File: config.mk
export PLATFORM = sky130hd
export DESIGN_NAME = cpu_req_buf
export DESIGN_NICKNAME = d
export VERILOG_FILES = /design/src/rtl/cache_def.sv /design/src/rtl/cpu_req_fifo.sv /design/src/rtl/cpu_req_buf.sv
export SDC_FILE = /design/constraint.sdc
export NUM_CORES = 1
export LEC_CHECK = 0
export ABC_AREA = 1
export CAP_MARGIN = 20
export CORE_MARGIN = 2
export CORE_UTILIZATION = 25
export CTS_CLUSTER_DIAMETER = 30
export DETAILED_ROUTE_END_ITERATION = 6
export DONT_BUFFER_PORTS = 1
export MAX_ROUTING_LAYER = met4
export SYNTH_ARGS = -nofsm -noshare
export SYNTH_HDL_FRONTEND = slang
export SYNTH_HIERARCHICAL = 1
export SYNTH_SLANG_ARGS = --single-unit
File: constraint.sdc
create_clock -name clk -period 4.7 [get_ports clk]
set_input_delay 0.47 -clock clk [delete_from_list [all_inputs] [get_ports clk]]
set_output_delay 0.47 -clock clk [all_outputs]
set_load 0.03 [all_outputs]
File: src/rtl/cache_def.sv
// cache_def: shared cache request/result types and the cpu_req_buf FSM state
package cache_def;

    typedef struct packed {
        logic [31:0] addr;
        logic [31:0] data;
        logic        rw;
        logic        valid;
    } cpu_req_type;

    typedef struct packed {
        logic [31:0] data;
        logic        ready;
    } cpu_result_type;

    // One queued request: the CPU request without its valid flag
    typedef struct packed {
        logic [31:0] addr;
        logic [31:0] data;
        logic        rw;
    } cpu_req_entry_t;

    typedef enum logic [1:0] {
        IDLE = 2'd0,
        BUSY = 2'd1,
        GAP  = 2'd2
    } cpu_req_buf_state_t;

endpackage

File: src/rtl/cpu_req_fifo.sv
// cpu_req_fifo: DEPTH-entry request queue with registered occupancy
module cpu_req_fifo
    import cache_def::*;
#(
    parameter int DEPTH = 4
) (
    input  logic                     clk,
    input  logic                     rst,
    input  logic                     push,
    input  logic                     pop,
    input  cpu_req_entry_t           din,
    output cpu_req_entry_t           head,
    output logic [$clog2(DEPTH):0]   level,
    output logic                     full,
    output logic                     empty
);

    localparam int AW = $clog2(DEPTH);
    localparam int LW = AW + 1;

    cpu_req_entry_t mem [DEPTH];
    logic [AW-1:0]  wr_ptr;
    logic [AW-1:0]  rd_ptr;
    logic           wr_en;
    logic           rd_en;

    assign full  = level == LW'(DEPTH);
    assign empty = level == '0;
    assign wr_en = push && !full;
    assign rd_en = pop && !empty;
    assign head  = mem[rd_ptr];

    // Storage is write-only on push; its contents need no reset
    always_ff @(posedge clk) begin
        if (wr_en) mem[wr_ptr] <= din;
    end

    // Pointers wrap naturally because DEPTH is a power of two
    always_ff @(posedge clk) begin
        if (!rst) begin
            wr_ptr <= '0;
            rd_ptr <= '0;
            level  <= '0;
        end else begin
            if (wr_en) wr_ptr <= wr_ptr + 1'b1;
            if (rd_en) rd_ptr <= rd_ptr + 1'b1;
            level <= level + LW'(wr_en) - LW'(rd_en);
        end
    end

endmodule

File: src/rtl/cpu_req_buf.sv
// cpu_req_buf: queues CPU requests and issues them one at a time to the cache
// controller with a one-cycle idle gap between requests.
// Optional macro CPU_REQ_BUF_STATS_EN adds saturating rd_cnt/wr_cnt outputs.
module cpu_req_buf
    import cache_def::*;
#(
    parameter int DEPTH = 4
) (
    input  logic                     clk,
    input  logic                     rst,
    input  cpu_req_type              up_req,
    output logic                     up_full,
    output cpu_result_type           up_res,
    output cpu_req_type              cache_req,
    input  cpu_result_type           cache_res,
    output logic [$clog2(DEPTH):0]   level
`ifdef CPU_REQ_BUF_STATS_EN
    ,
    output logic [15:0]              rd_cnt,
    output logic [15:0]              wr_cnt
`endif
);

    cpu_req_buf_state_t state;
    cpu_req_buf_state_t next_state;
    cpu_req_entry_t     head;
    logic               push;
    logic               pop;
    logic               full;
    logic               empty;

    assign push    = up_req.valid && !full;
    assign pop     = state == BUSY && cache_res.ready;
    assign up_full = full;

    cpu_req_fifo #(.DEPTH(DEPTH)) u_fifo (
        .clk   (clk),
        .rst   (rst),
        .push  (push),
        .pop   (pop),
        .din   ({up_req.addr, up_req.data, up_req.rw}),
        .head  (head),
        .level (level),
        .full  (full),
        .empty (empty)
    );

    // State register
    always_ff @(posedge clk) begin
        if (!rst) state <= IDLE;
        else      state <= next_state;
    end

    // Next state and cache-side request; valid drops as soon as reset is seen
    always_comb begin
        next_state = state == IDLE ? (empty ? IDLE : BUSY) :
                     state == BUSY ? (cache_res.ready ? GAP : BUSY) :
                                     (empty ? IDLE : BUSY);
        cache_req  = '0;
        if (state == BUSY && rst) cache_req = {head.addr, head.data, head.rw, 1'b1};
    end

    // Completion result: one-cycle ready pulse, data held between completions
    always_ff @(posedge clk) begin
        if (!rst)     up_res       <= '0;
        else if (pop) up_res       <= {cache_res.data, 1'b1};
        else          up_res.ready <= 1'b0;
    end

`ifdef CPU_REQ_BUF_STATS_EN
    // Completed read/write counters, saturating at all ones
    always_ff @(posedge clk) begin
        if (!rst) begin
            rd_cnt <= '0;
            wr_cnt <= '0;
        end else if (pop) begin
            if (!head.rw && rd_cnt != 16'hFFFF) rd_cnt <= rd_cnt + 16'd1;
            if (head.rw && wr_cnt != 16'hFFFF)  wr_cnt <= wr_cnt + 16'd1;
        end
    end
`endif

endmodule

==> metrics <==
fin. max-slew vios 0; outcome finished clean; kind of critical path reg2out; Final Wtd Congestion roughly 0.73; Clock Sinks roughly 300; Syn. warnings 6; Final Non-Filler Cells roughly 1900; first-pass GRT wire length between 40000 and 50000 um; Area growth, synth to finish 32.4%; Die Wd between 200 and 250 um; Worst R2R Start u_fifo/level[1]; drt total wl 29900 um; max-capacitance violation count 0; TritonCTS clock tree built; area fraction of the dominant cell type after synthesis 0.629; layout cells sized above 1 0.154; starting density of the core 0.254; cts hold-fix bufs 77; register bit total from synthesis 304; setup TNS 0 ps; final setup fails 0; startpoint types flip-flop; row cnt 81; Nets about 1300; H-tree Lvls 3; type of the worst min-delay path in2reg; hpwl dp 16500 um; Die Ht 227 um; Remaining Overflow, GRT 0; relative slew slack 0.338; Arr. time, crit path 3130 ps; clk root buf clkbuf_16; RSZ-0062 raised after global routing no; min Tclk post-route between 3000 and 4000 ps; Reg2Reg Depth 7; cell taking the most area after synthesis edfxtp_1; Post-CTS Setup Repair Bufs 0; area of the mapped netlist 0.0124 mm2; CTS buffer count 74; largest net degree at the start of global routing 93; antenna-violating nets left 0; pwr/cell area around 640 mW/mm2; Hold EP up_res[8]; vias per cell 4.21; clk_skew around 16 ps; Seq/Total Area, Yosys 0.700; period utilization 0.765; clk_lat worst skew 570 ps; Avg Inst Size Synth 11.8 um2; initial antenna violation count 7; Die Area roughly 0.051 mm2; post-CTS sizing 0; Avg WL per Cell 15.9 um; Core Area 0.0490 mm2; vias in the first global route 8017; CTS Buffer Depth 3; Worst EP required 4230 ps; Setup crit end kind primary output; Hold Crit Depth 2; number of remaining DRC errors 0; hold path start cache_res[8]; Pleak 0.00623 uW; Peak Freq 0.278 GHz; Via Count between 7000 and 8000; DRC violation total after the first TritonRoute iteration 378; DRT Pass-1 Iters 5; placed insts 1668; actual slew at the worst max-slew pin 992 ps; Boundary Pins 204; count of different cell masters after synthesis 23; Max VDD drop 0.000375 V; syn_nets about 1200; Reg clk slew, reported paths 40 ps; gr usage total 0.120; worst-path fanout max 92; top cells by area, synth edfxtp_1, nor2_1, dfxtp_1; ys async rst share 0; port buffer count 0; EDFF count, synth 260; top_reg_cell synth edfxtp_1; final count of hold timing violations 0; Post-Syn Instances 1053; flop-to-flop setup slack around 1600 ps; reg-to-reg endpoint u_fifo/mem[2][59]
==> power breakdown <==
group          total [uW]  switching (uW)  internal, uW
Clock                5360            1510          3850
Combinational        1450            1050           396
Sequential           3710             297          3410
==> worst max-delay path by stage <==
stage | from | endpoint | cells after the start
5_1_grt | flip-flop | cache_req[61] | 6
3_3_place_gp | u_fifo/level[1] | u_fifo/mem[2][0] | 7
6_report | flip-flop | cache_req[61] | 6
4_1_cts | flip-flop | cache_req[61] | 6
2_1_floorplan | u_fifo/level[1] | u_fifo/mem[0][0] | 6
3_5_place_dp | u_fifo/level[1] | u_fifo/mem[2][58] | 7
==> synth_stat cells (all sizes together) (6+ instances only) <==
library cell / number
dfxtp: 44
buf: 40
nor2: 274
edfxtp: 260
nand2: 80
nand3: 6
clkbuf: 20
inv: 121
ha: 6
o22ai: 65
o21ai: 130
a21oi: 6
==> final cells by class <==
| type | count | area, um2 |
|---|---|---|
| Antenna cell | 7 | 17.5 |
| Clock buffer | 84 | 1960 |
| Clock inverter | 50 | 687 |
| Fill cell | 4833 | 32500 |
| Inverter | 121 | 459 |
| Multi-Input combinational cell | 568 | 2880 |
| Sequential cell | 304 | 8690 |
| Tap cell | 664 | 831 |
| Timing Repair Buffer | 88 | 901 |
==> per-stage QoR <==
step	power [uW]	cell area (um2)	util	setup slack, ps	hold slack (ps)
floorplan	4850	12400	-	124	448
global placement	5110	13000	0.265	1590	467
detailed placement	5150	13000	0.265	1510	476
CTS	10700	16400	0.335	985	0.714
global route	11000	16400	0.336	789	10.0
finish	10500	16400	0.336	1100	45.7
==> cell families (layout without fill, tap and decap cells) <==
family / after synthesis / count (layout) / share of synthesized area
and+or+nand+nor: 360 / 360 / 0.122
AOI/OAI and AO/OA: 201 / 201 / 0.0992
DFF: 304 / 304 / 0.700
other: 0 / 7 / 0
adders and majority gates: 7 / 7 / 0.00766
buffers and inverters: 181 / 343 / 0.0710
==> cells in the final DEF, fill, tap and decap left out, types with 2 or more instances in the layout <==
cell	n
clkinv_1	8
ha_1	6
o21ai_0	90
inv_8	2
o22ai_1	45
clkinvlp_4	6
inv_1	119
o21ai_1	35
clkbuf_1	6
nor2_4	24
clkbuf_16	77
diode_2	7
nor2_1	250
nand3_1	4
dlygate4sd3_1	76
o22ai_2	20
nand2_1	80
buf_4	8
edfxtp_1	260
a21oi_1	6
dfxtp_1	42
bufinv_16	16
o21ai_2	5
inv_6	3
buf_12	4
clkinv_2	15
==> critical path, cell delays in order, from the launching register on <==
cell and delay [ps]:
dfxtp_4 520, inv_6 790, buf_4 390, o21ai_0 110
o22ai_1 200, inv_1 60, nor2_1 440
==> routing by layer <==
metal  GRT usage  vias up  wire [um]  part of all wire
li1            -     3818          -                 -
met1       0.139     3796      12800              0.43
met2       0.186      259      14000              0.47
met3      0.0500       66       2480             0.083
met4      0.0435        0        662             0.022
met5           -        -          0                 0
==> flip-flops by register name, indices dropped and copies added (netlist names), named ones only <==
register	count
u_fifo/level	3
u_fifo/wr_ptr	2
u_fifo/mem	260
u_fifo/rd_ptr	2
up_res	33
state	2
No activity file was read; power rests on OpenSTA's default activity.
